### config.mk
export PLATFORM = sky130hd
export DESIGN_NAME = sdram_byte_port_flat
export DESIGN_NICKNAME = d
export VERILOG_FILES = /design/src/rtl/sdram_pkg.sv /design/src/rtl/sdram_bus.sv /design/src/rtl/sdram_byte_port.sv /design/src/flat_wrapper.sv
export SDC_FILE = /design/constraint.sdc
export NUM_CORES = 1
export LEC_CHECK = 0
export BUFFER_PORTS_ARGS = -buffer_cell sky130_fd_sc_hd__buf_2
export CAP_MARGIN = 10
export CORE_ASPECT_RATIO = 0.6
export CORE_MARGIN = 4
export CORE_UTILIZATION = 47
export CTS_CLUSTER_SIZE = 25
export DETAILED_ROUTE_END_ITERATION = 6
export MAX_ROUTING_LAYER = met4
export PLACE_DENSITY = 0.84
export SETUP_SLACK_MARGIN = 0.3
export SYNTH_ARGS = -nofsm -noshare
export SYNTH_HDL_FRONTEND = slang
export SYNTH_SLANG_ARGS = --single-unit
### constraint.sdc
create_clock -name clk -period 2.3 [get_ports clk]
set_input_delay 0.46 -clock clk [delete_from_list [all_inputs] [get_ports clk]]
set_output_delay 0.46 -clock clk [all_outputs]
set_load 0.1 [all_outputs]
### src/rtl/sdram_pkg.sv
// Shared SDRAM definitions: address geometry, write-mask encodings and the
// byte-port state type.
package sdram_pkg;

  localparam int unsigned ROW_BITS       = 12;
  localparam int unsigned COL_BITS       = 8;
  localparam int unsigned BANK_BITS      = 2;
  localparam int unsigned SDRAM_ADDR_BITS = ROW_BITS + COL_BITS + BANK_BITS;

  // Write masks are active-high and drive DQM directly.
  localparam logic [1:0] WM_NONE      = 2'b00;
  localparam logic [1:0] WM_LOW_ONLY  = 2'b10;
  localparam logic [1:0] WM_HIGH_ONLY = 2'b01;
  localparam logic [1:0] WM_ALL       = 2'b11;

  typedef enum logic [1:0] {
    StIdle = 2'd0,
    StReq  = 2'd1,
    StWait = 2'd2
  } port_state_e;

  // Byte 0 lives in data[7:0], byte 1 in data[15:8].
  function automatic logic [7:0] select_byte(input logic [15:0] word, input logic sel);
    return sel ? word[15:8] : word[7:0];
  endfunction

endpackage

### src/rtl/sdram_bus.sv
// Request/acknowledge link between an SDRAM client and the SDRAM controller.
interface sdram_bus #(
  parameter int unsigned ADDR_BITS = 22
);
  logic                 req;
  logic                 ack;
  logic                 we;
  logic [1:0]           wm;
  logic [ADDR_BITS-1:0] address;
  logic [15:0]          data_write;
  logic [15:0]          data_read;

  // Requester side: drives the request fields, samples ack and read data.
  modport controller (
    output req, address, we, wm, data_write,
    input  ack, data_read
  );

  // Memory-controller side.
  modport memory (
    input  req, address, we, wm, data_write,
    output ack, data_read
  );
endinterface

### src/rtl/sdram_byte_port.sv
// Byte-wide host port onto the 16-bit sdram_bus. One outstanding transaction.
// Optional single-word read cache enabled by defining SDRAM_BYTE_PORT_CACHE_EN.
module sdram_byte_port
  import sdram_pkg::*;
#(
  parameter int unsigned ADDR_BITS = SDRAM_ADDR_BITS
) (
  input  logic             clk,
  input  logic             reset,
  input  logic             host_valid,
  output logic             host_ready,
  input  logic             host_we,
  input  logic [ADDR_BITS:0] host_addr,
  input  logic [7:0]       host_wdata,
  output logic             host_rvalid,
  output logic [7:0]       host_rdata,
  input  logic             invalidate,
  sdram_bus.controller     mem
);

  port_state_e          state_q, state_d;
  logic [ADDR_BITS-1:0] addr_q;
  logic                 we_q;
  logic [1:0]           wm_q;
  logic [15:0]          wdata_q;
  logic                 sel_q;
  logic                 rvalid_q;
  logic [7:0]           rdata_q;

  logic [ADDR_BITS-1:0] host_word;
  logic                 hit;
  logic [7:0]           cache_byte;
  logic                 ack_wait;

  assign host_word = host_addr[ADDR_BITS:1];
  assign ack_wait  = (state_q == StWait) && mem.ack;

  assign host_ready     = (state_q == StIdle);
  assign host_rvalid    = rvalid_q;
  assign host_rdata     = rdata_q;
  assign mem.req        = (state_q == StReq);
  assign mem.address    = addr_q;
  assign mem.we         = we_q;
  assign mem.wm         = wm_q;
  assign mem.data_write = wdata_q;

`ifdef SDRAM_BYTE_PORT_CACHE_EN
  logic                 cache_valid_q;
  logic [ADDR_BITS-1:0] cache_tag_q;
  logic [15:0]          cache_data_q;

  assign hit        = cache_valid_q && (cache_tag_q == host_word) && !host_we;
  assign cache_byte = select_byte(cache_data_q, host_addr[0]);

  // Cache: fill on read ack, write-through on write ack, invalidate always wins.
  always_ff @(posedge clk or posedge reset) begin
    if (reset) begin
      cache_valid_q <= 1'b0;
      cache_tag_q   <= '0;
      cache_data_q  <= '0;
    end else begin
      if (ack_wait) begin
        if (!we_q) begin
          cache_data_q  <= mem.data_read;
          cache_tag_q   <= addr_q;
          cache_valid_q <= 1'b1;
        end else if (cache_valid_q && (cache_tag_q == addr_q)) begin
          if (sel_q) cache_data_q[15:8] <= wdata_q[7:0];
          else       cache_data_q[7:0]  <= wdata_q[7:0];
        end
      end
      if (invalidate) cache_valid_q <= 1'b0;
    end
  end
`else
  logic unused_invalidate;

  assign hit               = 1'b0;
  assign cache_byte        = 8'h00;
  assign unused_invalidate = invalidate;
`endif

  // State register.
  always_ff @(posedge clk or posedge reset) begin
    if (reset) state_q <= StIdle;
    else       state_q <= state_d;
  end

  // Next state: misses and writes take one REQ cycle, then wait for ack.
  always_comb begin
    state_d = state_q;
    unique case (state_q)
      StIdle:  if (host_valid && !hit) state_d = StReq;
      StReq:   state_d = StWait;
      StWait:  if (mem.ack) state_d = StIdle;
      default: state_d = StIdle;
    endcase
  end

  // Request fields latch at accept and hold until the next accept; read data
  // returns from the cache on a hit or from the bus in the ack cycle.
  always_ff @(posedge clk or posedge reset) begin
    if (reset) begin
      addr_q   <= '0;
      we_q     <= 1'b0;
      wm_q     <= WM_ALL;
      wdata_q  <= '0;
      sel_q    <= 1'b0;
      rvalid_q <= 1'b0;
      rdata_q  <= '0;
    end else begin
      rvalid_q <= 1'b0;
      if ((state_q == StIdle) && host_valid) begin
        if (hit) begin
          rvalid_q <= 1'b1;
          rdata_q  <= cache_byte;
        end else begin
          addr_q  <= host_word;
          we_q    <= host_we;
          wm_q    <= host_we ? (host_addr[0] ? WM_HIGH_ONLY : WM_LOW_ONLY) : WM_NONE;
          wdata_q <= {host_wdata, host_wdata};
          sel_q   <= host_addr[0];
        end
      end
      if (ack_wait && !we_q) begin
        rvalid_q <= 1'b1;
        rdata_q  <= select_byte(mem.data_read, sel_q);
      end
    end
  end

endmodule

### src/flat_wrapper.sv
// flat-port wrapper written by rule: the top's interface ports become plain ports
module sdram_byte_port_flat import sdram_pkg::*;
#(
  parameter int unsigned ADDR_BITS = SDRAM_ADDR_BITS
)
  (clk, reset, host_valid, host_ready, host_we, host_addr, host_wdata, host_rvalid, host_rdata, invalidate, mem_req, mem_address, mem_we, mem_wm, mem_data_write, mem_ack, mem_data_read);
  sdram_bus #(.ADDR_BITS(ADDR_BITS)) mem_i ();
  input  logic clk;
  input  logic reset;
  input  logic host_valid;
  output logic host_ready;
  input  logic host_we;
  input  logic [ADDR_BITS:0] host_addr;
  input  logic [7:0] host_wdata;
  output logic host_rvalid;
  output logic [7:0] host_rdata;
  input  logic invalidate;
  output wire logic [$bits(mem_i.req)-1:0] mem_req;
  output wire logic [$bits(mem_i.address)-1:0] mem_address;
  output wire logic [$bits(mem_i.we)-1:0] mem_we;
  output wire logic [$bits(mem_i.wm)-1:0] mem_wm;
  output wire logic [$bits(mem_i.data_write)-1:0] mem_data_write;
  input wire logic [$bits(mem_i.ack)-1:0] mem_ack;
  input wire logic [$bits(mem_i.data_read)-1:0] mem_data_read;
  assign mem_req = mem_i.req;
  assign mem_address = mem_i.address;
  assign mem_we = mem_i.we;
  assign mem_wm = mem_i.wm;
  assign mem_data_write = mem_i.data_write;
  assign mem_i.ack = mem_ack;
  assign mem_i.data_read = mem_data_read;
  sdram_byte_port #(.ADDR_BITS(ADDR_BITS)) u_core (.clk(clk), .reset(reset), .host_valid(host_valid), .host_ready(host_ready), .host_we(host_we), .host_addr(host_addr), .host_wdata(host_wdata), .host_rvalid(host_rvalid), .host_rdata(host_rdata), .invalidate(invalidate), .mem(mem_i));
endmodule
==> key figures, run 1 <==
GRT
  – Grt total ovfl: 0
  – Vias in the first global route: 1332
  – Gr usage total: 16.8%
  – Initial antenna violation count: 0
  – Largest net degree at the start of global routing: 21
  – Global-route wire length before repair: 6.21 mm

Setup path
  – Worst Path Required: 1.84 ns
  – Worst Setup End Kind: output pin
  – Worst R2R Start: u_core.state_q[0]
  – Crit Reg-Reg Endpoint: u_core.mem.data_write[9]
  – Arrival @ worst endpoint: 1.36 ns
  – Reg2reg path depth: 3
  – End of the critical path: mem_req
  – CP Launch Type: flip-flop
  – FF-to-FF setup slack: 0.86 ns
  – CP max FO: 5
  – Kind of critical path: reg -> out
  – Crit path from: u_core.state_q[0]

STA
  – Final Critical Period: 1.82 ns
  – Worst slew margin: 66.6%
  – Setup ws final: 0.478 ns
  – Max Freq: 0.549 GHz
  – Final hold violation count: 0
  – Final setup fails: 0
  – Slew Viols, Final: 0
  – Slew @ Worst Pin: 0.505 ns
  – Final worst-path cycle share: about four fifths
  – RSZ-0062 raised after global routing: false
  – TNS Setup: 0 ns
  – Clk_skew: around 0.0026 ns

Cells and area
  – Layout area overhead: 33.4%
  – Register area: 1130 µm²
  – Multi-input logic area: 632 µm²
  – Fill count: 307
  – Layout cells sized above 1: roughly 77%
  – ANT cells: 0
  – Nets: approximately 270

Clock tree
  – CTS resizes: 0
  – # hold bufs at CTS: 0
  – CTS tree: built
  – Root Driver: clkbuf_8
  – CTS sink cnt: 45
  – Max Root-Sink Buffers: 2
  – Num CTS Buffers: 5
  – H-tree depth: 2
  – Post-CTS setup buffer count: 0
  – Worst-Skew Late Latency: ~0.29 ns
  – Worst-path clk slew: 0.08 ns

Logic synthesis
  – Post-synthesis sequential area ratio: 60.5%
  – Area contributors post-synth: dfrtp_1 (58%), mux2_2 (29%), buf_4 (3.2%)
  – Area share of the largest cell type after synthesis: 57.7%
  – Ys Warns: 0
  – #FFs+latches synth: 45
  – Syn avg cell area: 15.8 µm²
  – Post-Syn Area: 1870 µm²
  – Cell variety after synth: 17
  – Post-Syn Nets: 171
  – Yosys top cell by area: dfrtp_1
  – Gate count of the mapped netlist: 118

Floorplanning
  – Die H: 56.8 µm
  – Die area: 5070 µm²
  – Core Footprint: 3740 µm²
  – Initial core utilization: 49.8%
  – Rows: 17
  – DIE WIDTH: between 80 and 90 µm
  – Num ports: 105

Detailed routing
  – WL final: ~3.8 mm
  – Drt wl/cell: 14.2 µm
  – Pre-antenna DRT Iters: 2
  – Vias per cell: about 4.9
  – Drt drc: 0
  – Vias: 1297
  – Antenna viol nets, final: 0
  – Starting DRC count in detailed routing: 18

Place
  – Final GP Congestion: 0.705
  – Hpwl dp: ~3.1 mm
  – Dpl ws: ~0.77 ns
  – Port buffer count: 103

Worst hold path
  – Hold Crit Class: in -> async

Status
  – Outcome: completed

Job
  – Max-cap check violation count: 0
-- state kept, by name, summed over array words and instances, names as in the netlist --
register / cells
u_core.host_rvalid: 1
u_core.sel_q: 1
u_core.mem.address: 22
u_core.mem.data_write: 8
u_core.host_rdata: 8
u_core.state_q: 2
u_core.mem.wm: 2
u_core.mem.we: 1
-- critical path: stages (launching register included) --
cell and delay, ns:
dfrtp_1 0.45, nor2b_2 0.19, buf_2 0.43
-- layer usage --
metal  global-route usage, %  wire length, µm
met1                    20.4             1550
met2                    24.0             1670
met3                    8.06              529
met4                    6.37               27
met5                       -                0
-- cell usage after synthesis, drive strengths merged --
cell and number:
nor2 1, dfrtp 43, buf 13, nor2b 2, mux2 49, nor3b 2, inv 2, mux2i 1
and4bb 1, dfstp 2, or2 1, nand2 1
-- logic make-up after synthesis --
logic type             synth area share [%]
buffers and inverters                  5.90
DFF                                    60.5
muxes                                  30.1
and+or+nand+nor                        3.49
-- worst min-delay path by stage --
stage / startpoint / to / slack [ns] / cells after the start
global route: reset / u_core.mem.address[15] / 0.08 / 2
finish: reset / u_core.mem.address[15] / 0.07 / 2
CTS: reset / u_core.mem.address[15] / 0.08 / 2
detailed placement: reset / u_core.mem.address[15] / 0.40 / 2
floorplan: host_we / u_core.mem.wm[0] / 0.56 / 2
global placement: reset / u_core.mem.address[15] / 0.39 / 2
-- placed cells by master (no fill, tap or decap), drive strengths merged --
master | Yosys | final
and4bb | 1 | 1
buf | 13 | 107
bufinv | 0 | 1
clkbuf | 0 | 7
dfrtp | 43 | 43
dfstp | 2 | 2
inv | 2 | 2
mux2 | 49 | 49
mux2i | 1 | 1
nand2 | 1 | 1
nor2 | 1 | 1
nor2b | 2 | 2
nor3b | 2 | 2
or2 | 1 | 1
-- final cells by class --
cell class	count	area share, %
Sequential cell	45	45.3
Multi-Input combinational cell	58	25.4
Timing Repair Buffer	107	21.9
Clock buffer	7	3.47
Tap cell	47	2.36
Clock inverter	1	1.21
Inverter	2	0.302
-- stage by stage --
stage | area, µm² | utilization (%) | cells | hold slack [ns]
6_report | 2490 | 66.5 | 267 | 0.0737
5_1_grt | 2490 | 66.5 | 267 | 0.0801
4_1_cts | 2490 | 66.5 | 267 | 0.0754
3_5_place_dp | 2370 | 63.4 | 259 | 0.401
3_3_place_gp | 2370 | 63.4 | 259 | 0.391
2_1_floorplan | 1870 | - | 118 | 0.563
Power of run 1 is left out: the tool's default activity adds up to more than one toggle a clock period on the data nets, which glitch-free logic cannot reach.
==> run 2: changes to the inputs <==
--- a/config.mk
+++ b/config.mk
@@ -5,15 +5,16 @@
 export SDC_FILE = /design/constraint.sdc
 export NUM_CORES = 1
 export LEC_CHECK = 0
+export ABC_AREA = 1
 export BUFFER_PORTS_ARGS = -buffer_cell sky130_fd_sc_hd__buf_2
 export CAP_MARGIN = 10
 export CORE_ASPECT_RATIO = 0.6
 export CORE_MARGIN = 4
-export CORE_UTILIZATION = 47
+export CORE_UTILIZATION = 44
 export CTS_CLUSTER_SIZE = 25
 export DETAILED_ROUTE_END_ITERATION = 6
 export MAX_ROUTING_LAYER = met4
-export PLACE_DENSITY = 0.84
+export PLACE_DENSITY = 0.79
 export SETUP_SLACK_MARGIN = 0.3
 export SYNTH_ARGS = -nofsm -noshare
 export SYNTH_HDL_FRONTEND = slang
==> constraint.sdc (replaced) <==
create_clock -name clk -period 1.7 [get_ports clk]
set_input_delay 0.34 -clock clk [delete_from_list [all_inputs] [get_ports clk]]
set_output_delay 0.34 -clock clk [all_outputs]
set_load 0.1 [all_outputs]
==> run 2 against run 1 <==
The flow now finishes with violations (negative hold slack). First-iteration DRC count increased by 110%. Clock skew increased by 0.00086 ns. Area after synthesis increased by 2.5%. Sequential cell count unchanged. Via count increased by 29%. Wire length increased by 18%. Sequential share of layout area decreased by 3.8 points. Critical path depth increased by 1. Setup slack got worse by 0.18 ns. Clock-buffer cell count unchanged. Utilization decreased by 0.14 points.
==> key figures, run 2 <==
Status
  – Outcome: finished with violations
  – Failing checks: negative hold slack

STA
  – Final setup fails: 0 (unchanged)
  – Slew Viols, Final: 0 (unchanged)
  – Slew @ Worst Pin: 0.359 ns (-0.145 ns)
  – Worst slew margin: 76.0% (+9.4 points)
  – Hold WS: -0.000748 ns (-0.0745 ns)
  – Final worst-path cycle share: 82.8%
  – Final hold violation count: 2 (+2)
  – Final Critical Period: 1.41 ns
  – Clk_skew: 0.00344 ns (+0.000860 ns)
  – RSZ-0062 raised after global routing: true
  – TNS Setup: 0 ns (unchanged)
  – Max Freq: 0.711 GHz

Setup path
  – Crit-path cells: inv_2, nor2_4, buf_12
  – CP Launch Type: flip-flop
  – CP bufs+invs: 2 (+1)
  – Reg2reg path depth: 6 (+3)
  – CP max stage delay: 0.42 ns (-0.03 ns)
  – Slowest cell on the critical path: dfrtp_1
  – Crit Reg-Reg Endpoint: u_core.mem.data_write[7]
  – Arrival @ worst endpoint: 1.07 ns (-0.29 ns)
  – CP max FO: 3 (-2)
  – CP top delay family: flip-flops
  – Worst Setup End Kind: output pin
  – FF-to-FF setup slack: 0.43 ns (-0.43 ns)
  – Worst Path Required: 1.36 ns (-0.48 ns)
  – Worst R2R Start: u_core.state_q[0]
  – Kind of critical path: reg -> out

Place
  – Hpwl dp: 3.26 mm (+6.6%)
  – Port buffer count: 103 (unchanged)
  – Final GP Congestion: 0.738 (+4.7%)

Logic synthesis
  – Asr flop ratio synth: 100% (unchanged)
  – Most common cell in the netlist: nand2_1
  – Post-synth EDFFs: 0 (unchanged)
  – Syn avg cell area: 8.39 µm² (-47%)
  – Cell variety after synth: 13 (-4)
  – Top post-synthesis cells by count: nand2_1 (145), dfrtp_1 (43), buf_4 (11)
  – Post-synthesis sequential area ratio: 59.0% (-1.5 points)
  – Area contributors post-synth: dfrtp_1 (56%), nand2_1 (28%), buf_4 (4.3%)
  – #FFs+latches synth: 45 (unchanged)
  – Post-Syn Area: 1910 µm² (+2.5%)
  – Ys Warns: 0 (unchanged)
  – Gate count of the mapped netlist: 228 (+93%)
  – Post-Syn Nets: 281 (+64%)
  – Area share of the largest cell type after synthesis: 56.2% (-1.4 points)
  – Top_reg_cell synth: dfrtp_1
  – Yosys top cell by area: dfrtp_1

Clock tree
  – CTS tree: built
  – Max Root-Sink Buffers: 2 (unchanged)
  – Worst-path clk slew: 0.08 ns (about the same)
  – # hold bufs at CTS: 0 (unchanged)
  – H-tree depth: 2 (unchanged)
  – CTS sink cnt: 45 (unchanged)
  – Worst-Skew Late Latency: 0.29 ns (about the same)
  – Root Driver: clkbuf_8
  – Num CTS Buffers: 5 (unchanged)

Cells and area
  – Nets: 380 (+40%)
  – Max FFs per register: 22 (unchanged)
  – Layout area overhead: 43.7%
  – Most frequent cells in the layout: nand2_1 (145), buf_2 (51), buf_4 (50)
  – ANT cells: 0 (unchanged)
  – Commonest non-fill, non-tap cell in the layout: nand2_1
  – Layout cells sized above 1: 42.1% (-35 points)
  – Fill count: 370 (+21%)

Floorplanning
  – Num ports: 105 (unchanged)
  – Die H: 59.1 µm (+4.0%)
  – Die area: 5500 µm² (+8.4%)
  – DIE WIDTH: 93.1 µm (+4.2%)
  – Core Footprint: 4140 µm² (+11%)
  – Rows: 18 (+1)
  – Initial core utilization: 46.2% (-3.7 points)

Detailed routing
  – Drt drc: 0 (unchanged)
  – Vias: 1672 (+29%)
  – Drt wl/cell: 11.5 µm (-19%)
  – Vias per cell: 4.31 (-11%)
  – Starting DRC count in detailed routing: 38 (+20)
  – WL final: 4.46 mm (+18%)
  – Antenna viol nets, final: 0 (unchanged)
  – Pre-antenna DRT Iters: 4 (+2)

Job
  – Max-cap check violation count: 0 (unchanged)

GRT
  – Global-route wire length before repair: 7.35 mm (+18%)
  – Vias in the first global route: 1605 (+20%)
  – Gr usage total: 17.7% (+0.96 points)
  – Grt total ovfl: 0 (unchanged)
  – Largest net degree at the start of global routing: 38 (+81%)
  – Initial antenna violation count: 0 (unchanged)

Worst hold path
  – Hold Crit Class: in -> async
-- run 2: layer usage --
metal	GRT usage, %	wire (µm)	part of all wire, %
met5	-	0	0
met2	26.0	1920	43
met1	23.6	2030	46
met4	5.64	36	0.81
met3	5.58	467	10
-- run 2: logic make-up after synthesis --
family	after synthesis	synth area share, %
flops	45	59.0
simple gates	155	31.3
compound gates	4	1.18
buf+inv	24	8.50
-- run 2: worst max-delay path by stage --
stage	depth (start not counted)	startpoint	slack, ns	end
2_1_floorplan	6	u_core.state_q[1]	0.11	u_core.mem.address[10]
3_3_place_gp	3	u_core.state_q[0]	0.37	mem_req
3_5_place_dp	3	u_core.state_q[0]	0.36	mem_req
4_1_cts	3	u_core.state_q[0]	0.22	mem_req
5_1_grt	3	u_core.state_q[0]	0.24	mem_req
6_report	3	u_core.state_q[0]	0.29	mem_req
-- run 2: timing repair --
action,CTS,global route
cloned,0,0
endpoints found under the setup margin,51,18
gates resized for setup,60,8
buffers inserted,1,1
-- run 2: through the flow --
stage	std cells	cell area (µm²)	worst slack [ns]	hold WS, ns	util [%]
global route	388	2750	0.241	0.0143	66.3
detailed placement	378	2430	0.356	0.321	58.7
global placement	378	2430	0.366	0.324	58.7
floorplan	228	1940	0.111	0.433	-
finish	388	2750	0.293	-0.000748	66.3
CTS	387	2720	0.220	0.00389	65.6
-- run 2: layout make-up --
class | count | area (µm²) | area share (%)
Sequential cell | 45 | 1140 | 41.5
Timing Repair Buffer | 108 | 749 | 27.3
Inverter | 8 | 32.5 | 1.18
Clock buffer | 7 | 86.3 | 3.14
Multi-Input combinational cell | 159 | 634 | 23.1
Clock inverter | 1 | 30.0 | 1.09
Tap cell | 60 | 75.1 | 2.73
Power of run 2 is left out for the same reason.
